## src/rtl/fifo_rd_ctrl.sv

```systemverilog
// fifo_rd_ctrl: async FIFO read-side pointer, address and status flag controller
module fifo_rd_ctrl #(
  parameter int ADDR_WIDTH = 4,
  parameter int AE_THRESH  = 2
) (
  input  logic                  clk,
  input  logic                  rst,
  input  logic                  rd_en,
  input  logic [ADDR_WIDTH:0]   wptr_gray_sync,
  input  logic                  underflow_clr,
  output logic [ADDR_WIDTH-1:0] rd_addr,
  output logic [ADDR_WIDTH:0]   rptr_gray,
  output logic                  rd_valid,
  output logic                  empty,
  output logic                  almost_empty,
  output logic [ADDR_WIDTH:0]   rd_count,
  output logic                  underflow
);
  localparam logic [ADDR_WIDTH:0] AE = (ADDR_WIDTH+1)'(AE_THRESH);
  logic [ADDR_WIDTH:0] rptr_bin, rbin_next, rgray_next, wbin, count_next;
  logic rd_accept;
  assign rd_accept = rd_en & ~empty;
  assign rbin_next = rptr_bin + {{ADDR_WIDTH{1'b0}}, rd_accept};
  assign rgray_next = rbin_next ^ (rbin_next >> 1);
  assign count_next = wbin - rbin_next;
  assign rd_addr = rptr_bin[ADDR_WIDTH-1:0];
  // Gray-to-binary of the synchronized write pointer, XOR-prefix from the MSB down
  always_comb begin
    wbin[ADDR_WIDTH] = wptr_gray_sync[ADDR_WIDTH];
    for (int i = ADDR_WIDTH - 1; i >= 0; i--) wbin[i] = wbin[i+1] ^ wptr_gray_sync[i];
  end
  // Pointer advance and flag registration; flags see the post-accept pointer so the last read sets empty at once
  always_ff @(posedge clk) begin
    if (rst) begin
      rptr_bin     <= '0;
      rptr_gray    <= '0;
      rd_valid     <= 1'b0;
      empty        <= 1'b1;
      almost_empty <= 1'b1;
      rd_count     <= '0;
      underflow    <= 1'b0;
    end else begin
      rptr_bin     <= rbin_next;
      rptr_gray    <= rgray_next;
      rd_valid     <= rd_accept;
      empty        <= rgray_next == wptr_gray_sync;
      almost_empty <= count_next <= AE;
      rd_count     <= count_next;
      underflow    <= (rd_en & empty) ? 1'b1 : underflow_clr ? 1'b0 : underflow;
    end
  end
endmodule

```

## config.mk

```make
export PLATFORM = sky130hd
export DESIGN_NAME = fifo_rd_ctrl
export DESIGN_NICKNAME = d
export VERILOG_FILES = /design/src/rtl/fifo_rd_ctrl.sv
export SDC_FILE = /design/constraint.sdc
export NUM_CORES = 1
export LEC_CHECK = 0
export BUFFER_PORTS_ARGS = -buffer_cell sky130_fd_sc_hd__buf_2
export CAP_MARGIN = 20
export CORE_MARGIN = 4
export CORE_UTILIZATION = 45
export CTS_BUF_LIST = sky130_fd_sc_hd__clkbuf_8 sky130_fd_sc_hd__clkbuf_16
export DETAILED_ROUTE_END_ITERATION = 8
export GPL_ROUTABILITY_DRIVEN = 0
export PLACE_DENSITY = 0.78
export SLEW_MARGIN = 10
export SYNTH_ARGS = -nofsm -noshare
export SYNTH_HDL_FRONTEND = slang
export SYNTH_SLANG_ARGS = --single-unit
```

## constraint.sdc

```tcl
create_clock -name clk -period 3.6 [get_ports clk]
set_clock_uncertainty 0.05 [all_clocks]
set_input_delay 0.9 -clock clk [delete_from_list [all_inputs] [get_ports clk]]
set_output_delay 0.9 -clock clk [all_outputs]
set_load 0.005 [all_outputs]
```

==> impl_metrics.json <==
{
  "end_kind": "flip-flop",
  "p_sw_uw": 133,
  "yosysMostFrequentCell": "dfxtp_1",
  "synthFlopType": "dfxtp_1",
  "status": "finished, final reports clean",
  "core-area_mm2": 0.00198,
  "cts_resized": 0,
  "synth_top_area_share_pct": 38.1,
  "hp-class": "reg2reg",
  "area_delta_synth_final_pct": 26.0,
  "grt-ovfl-total": 0,
  "syn_inst": 94,
  "fmax_mhz": 301,
  "rrSetupSlack_ns": 0.82,
  "hold_violations": 0,
  "rsz0062_at_grt": "no",
  "initial_core_util_pct": 47.7,
  "maxCapViolCount": 0,
  "clkPwrFrac_pct": 31.1,
  "cts_setup_buffers": 0,
  "arrival_ns": 3.42,
  "ys_seq_elements": 18,
  "grt_usage_pct": 14.8,
  "hold_depth": 2,
  "wl_per_cell_um": 12.4,
  "final_nets": 143,
  "cts_buffers": 3,
  "slew_viol_final": 0,
  "post-route-period-util_pct": 92.3,
  "setup_ws_ns": 0.279,
  "cts.reportedPaths.clkPinSlew_ns": 0.06,
  "crit_required_ns": 3.70,
  "yosysWarnings": 0,
  "htree_levels": 1,
  "worst_pin_slew_ns": 0.298,
  "min_from": "underflow",
  "avgSynthCellArea_um2": 10.0,
  "synth-edff-count": 0,
  "grt_pass1_wl_um": 2980,
  "hold_end": "underflow",
  "vias": 749,
  "critPathKind": "in2reg",
  "post_route_cells_drive_above_1_share_pct": 30.2,
  "dieArea_mm2": 0.00290,
  "drtIter0Drc": 15,
  "worstReg2RegStart": "empty",
  "setup_viol": 0,
  "pin_count": 27,
  "ys_top_cells_by_area": "dfxtp_1 (38%), xor2_1 (10%), ha_1 (7.9%)",
  "p_sw_share_pct": 25.7,
  "vdd_drop_max_mv": 0.235,
  "wl_um": 1900,
  "ant_nets": 0,
  "std_cell_rows": 16,
  "clock-sinks": 18,
  "synth_common_cells": "dfxtp_1 (18), xor2_1 (11), nor2_1 (10)",
  "comb_power_share_pct": 25.6,
  "worst-path-max-fanout": 2,
  "fin_tns_setup_ns": 0,
  "async_reset_ff_share_pct": 0,
  "dieWidth_um": 53.8,
  "yosys.area.top_type": "dfxtp_1",
  "postLayoutCoreUtil_pct": 60.0,
  "regToRegEndpoint": "almost_empty",
  "fp.dieH_um": 53.8,
  "io_buffers": 26,
  "syn-cell-area_um2": 945,
  "synth_seq_area_share_pct": 38.1,
  "max_slew_margin_pct": 80.0,
  "p_int_uw": 386,
  "seqPwrFrac_pct": 43.3,
  "grt_max_degree": 17,
  "n_antenna_cell": 0,
  "ff2ff_path_depth": 9,
  "post-route-min-period_ns": 3.32,
  "p_leak_uw": 0.000571,
  "p_per_area_mw_per_mm2": 436,
  "syn_nets": 110,
  "first_global_vias": 707,
  "clockBufferDepth": 2,
  "dp_hpwl_um": 1480,
  "clk_latency_ns": 0.25,
  "grt_antenna_before_repair": 0,
  "cts_root_buffer": "clkbuf_8",
  "cp-start-kind": "input port",
  "dp_slack_ns": -0.00364,
  "ctsHoldBuffers": 0,
  "drt-pass1-iter-count": 4,
  "cts_tree": "yes",
  "fillers": 178,
  "yosysUniqueCellTypes": 30,
  "via_per_inst": 4.90,
  "remaining_drc_errors": 0
}
==> cells by family after synthesis <==
family / count (synthesis) / synth area share [%]
simple gates: 29 / 16.0
xor+xnor: 21 / 22.8
fa+ha+maj: 7 / 10.1
buf+inv: 8 / 3.18
compound gates: 10 / 8.74
flops: 18 / 38.1
mux: 1 / 1.06
==> routing by layer <==
| layer | vias up | wire, um | global-route usage (%) |
|---|---|---|---|
| met2 | 18 | 996 | 27.2 |
| met3 | 4 | 67 | 1.66 |
| met1 | 348 | 792 | 15.8 |
| li1 | 379 | - | - |
| met5 | - | 0 | 0 |
| met4 | 0 | 43 | 8.94 |
==> layout by cell type (no fill, tap or decap) <==
master,instances
a2111oi_2,1
a21boi_0,1
a21oi_1,2
a221o_1,1
a311oi_1,1
a41o_1,1
and2_1,4
and4b_1,1
buf_2,26
buf_4,5
clkbuf_8,4
dfxtp_1,18
fa_1,1
ha_1,6
inv_1,5
mux2i_1,1
nand2_1,3
nand2b_1,1
nand3_1,1
nand4_1,1
nor2_1,10
nor2b_1,5
nor3_1,1
nor3b_1,1
o211ai_1,1
o21ai_0,1
o2bb2ai_1,1
or2_2,1
xnor2_1,8
xor2_1,11
xor3_1,1
xor3_2,1
==> area by class of cell <==
class                   instances  area [um2]  share of cell area [%]
multi-input cells              68         554                    46.6
inverters                       5        18.8                    1.58
well taps                      27        33.8                    2.84
clock buffers                   4        55.1                    4.63
repair buffers                 31         168                    14.1
flip-flops and latches         18         360                    30.3
==> critical path: stages <==
cell	delay [ns]
buf_2	0.09
xor3_2	0.43
xor2_1	0.21
xnor2_1	0.16
ha_1	0.20
inv_1	0.06
fa_1	0.39
and2_1	0.17
a221o_1	0.30
xor2_1	0.16
a2111oi_2	0.35
==> power by group through the flow <==
stage | Combinational [uW] | Sequential [uW] | Clock (uW)
global placement | 129 | 229 | 0
floorplan | 80.0 | 232 | 0
finish | 133 | 225 | 162
global route | 149 | 226 | 175
CTS | 135 | 225 | 166
detailed placement | 133 | 229 | 0
==> through the flow <==
stage	area (um2)	std cells	hold slack (ns)	power, uW
2_1_floorplan	945	94	0.411	312
3_3_place_gp	1130	149	0.403	358
3_5_place_dp	1130	149	0.406	363
4_1_cts	1190	153	0.417	526
5_1_grt	1190	153	0.433	550
6_report	1190	153	0.414	519
==> state kept, by name, summed over array words and instances, names as in the netlist <==
signal        cells
underflow         1
almost_empty      1
rptr_bin          4
rptr_gray         5
rd_count          5
rd_valid          1
empty             1
==> worst max path at each step <==
stage / startpoint / endpoint
6_report: wptr_gray_sync[4] / almost_empty
5_1_grt: wptr_gray_sync[4] / almost_empty
4_1_cts: wptr_gray_sync[4] / almost_empty
3_5_place_dp: wptr_gray_sync[4] / almost_empty
3_3_place_gp: wptr_gray_sync[4] / almost_empty
2_1_floorplan: wptr_gray_sync[4] / almost_empty
Note: power is estimated with default switching activity, not from simulation.
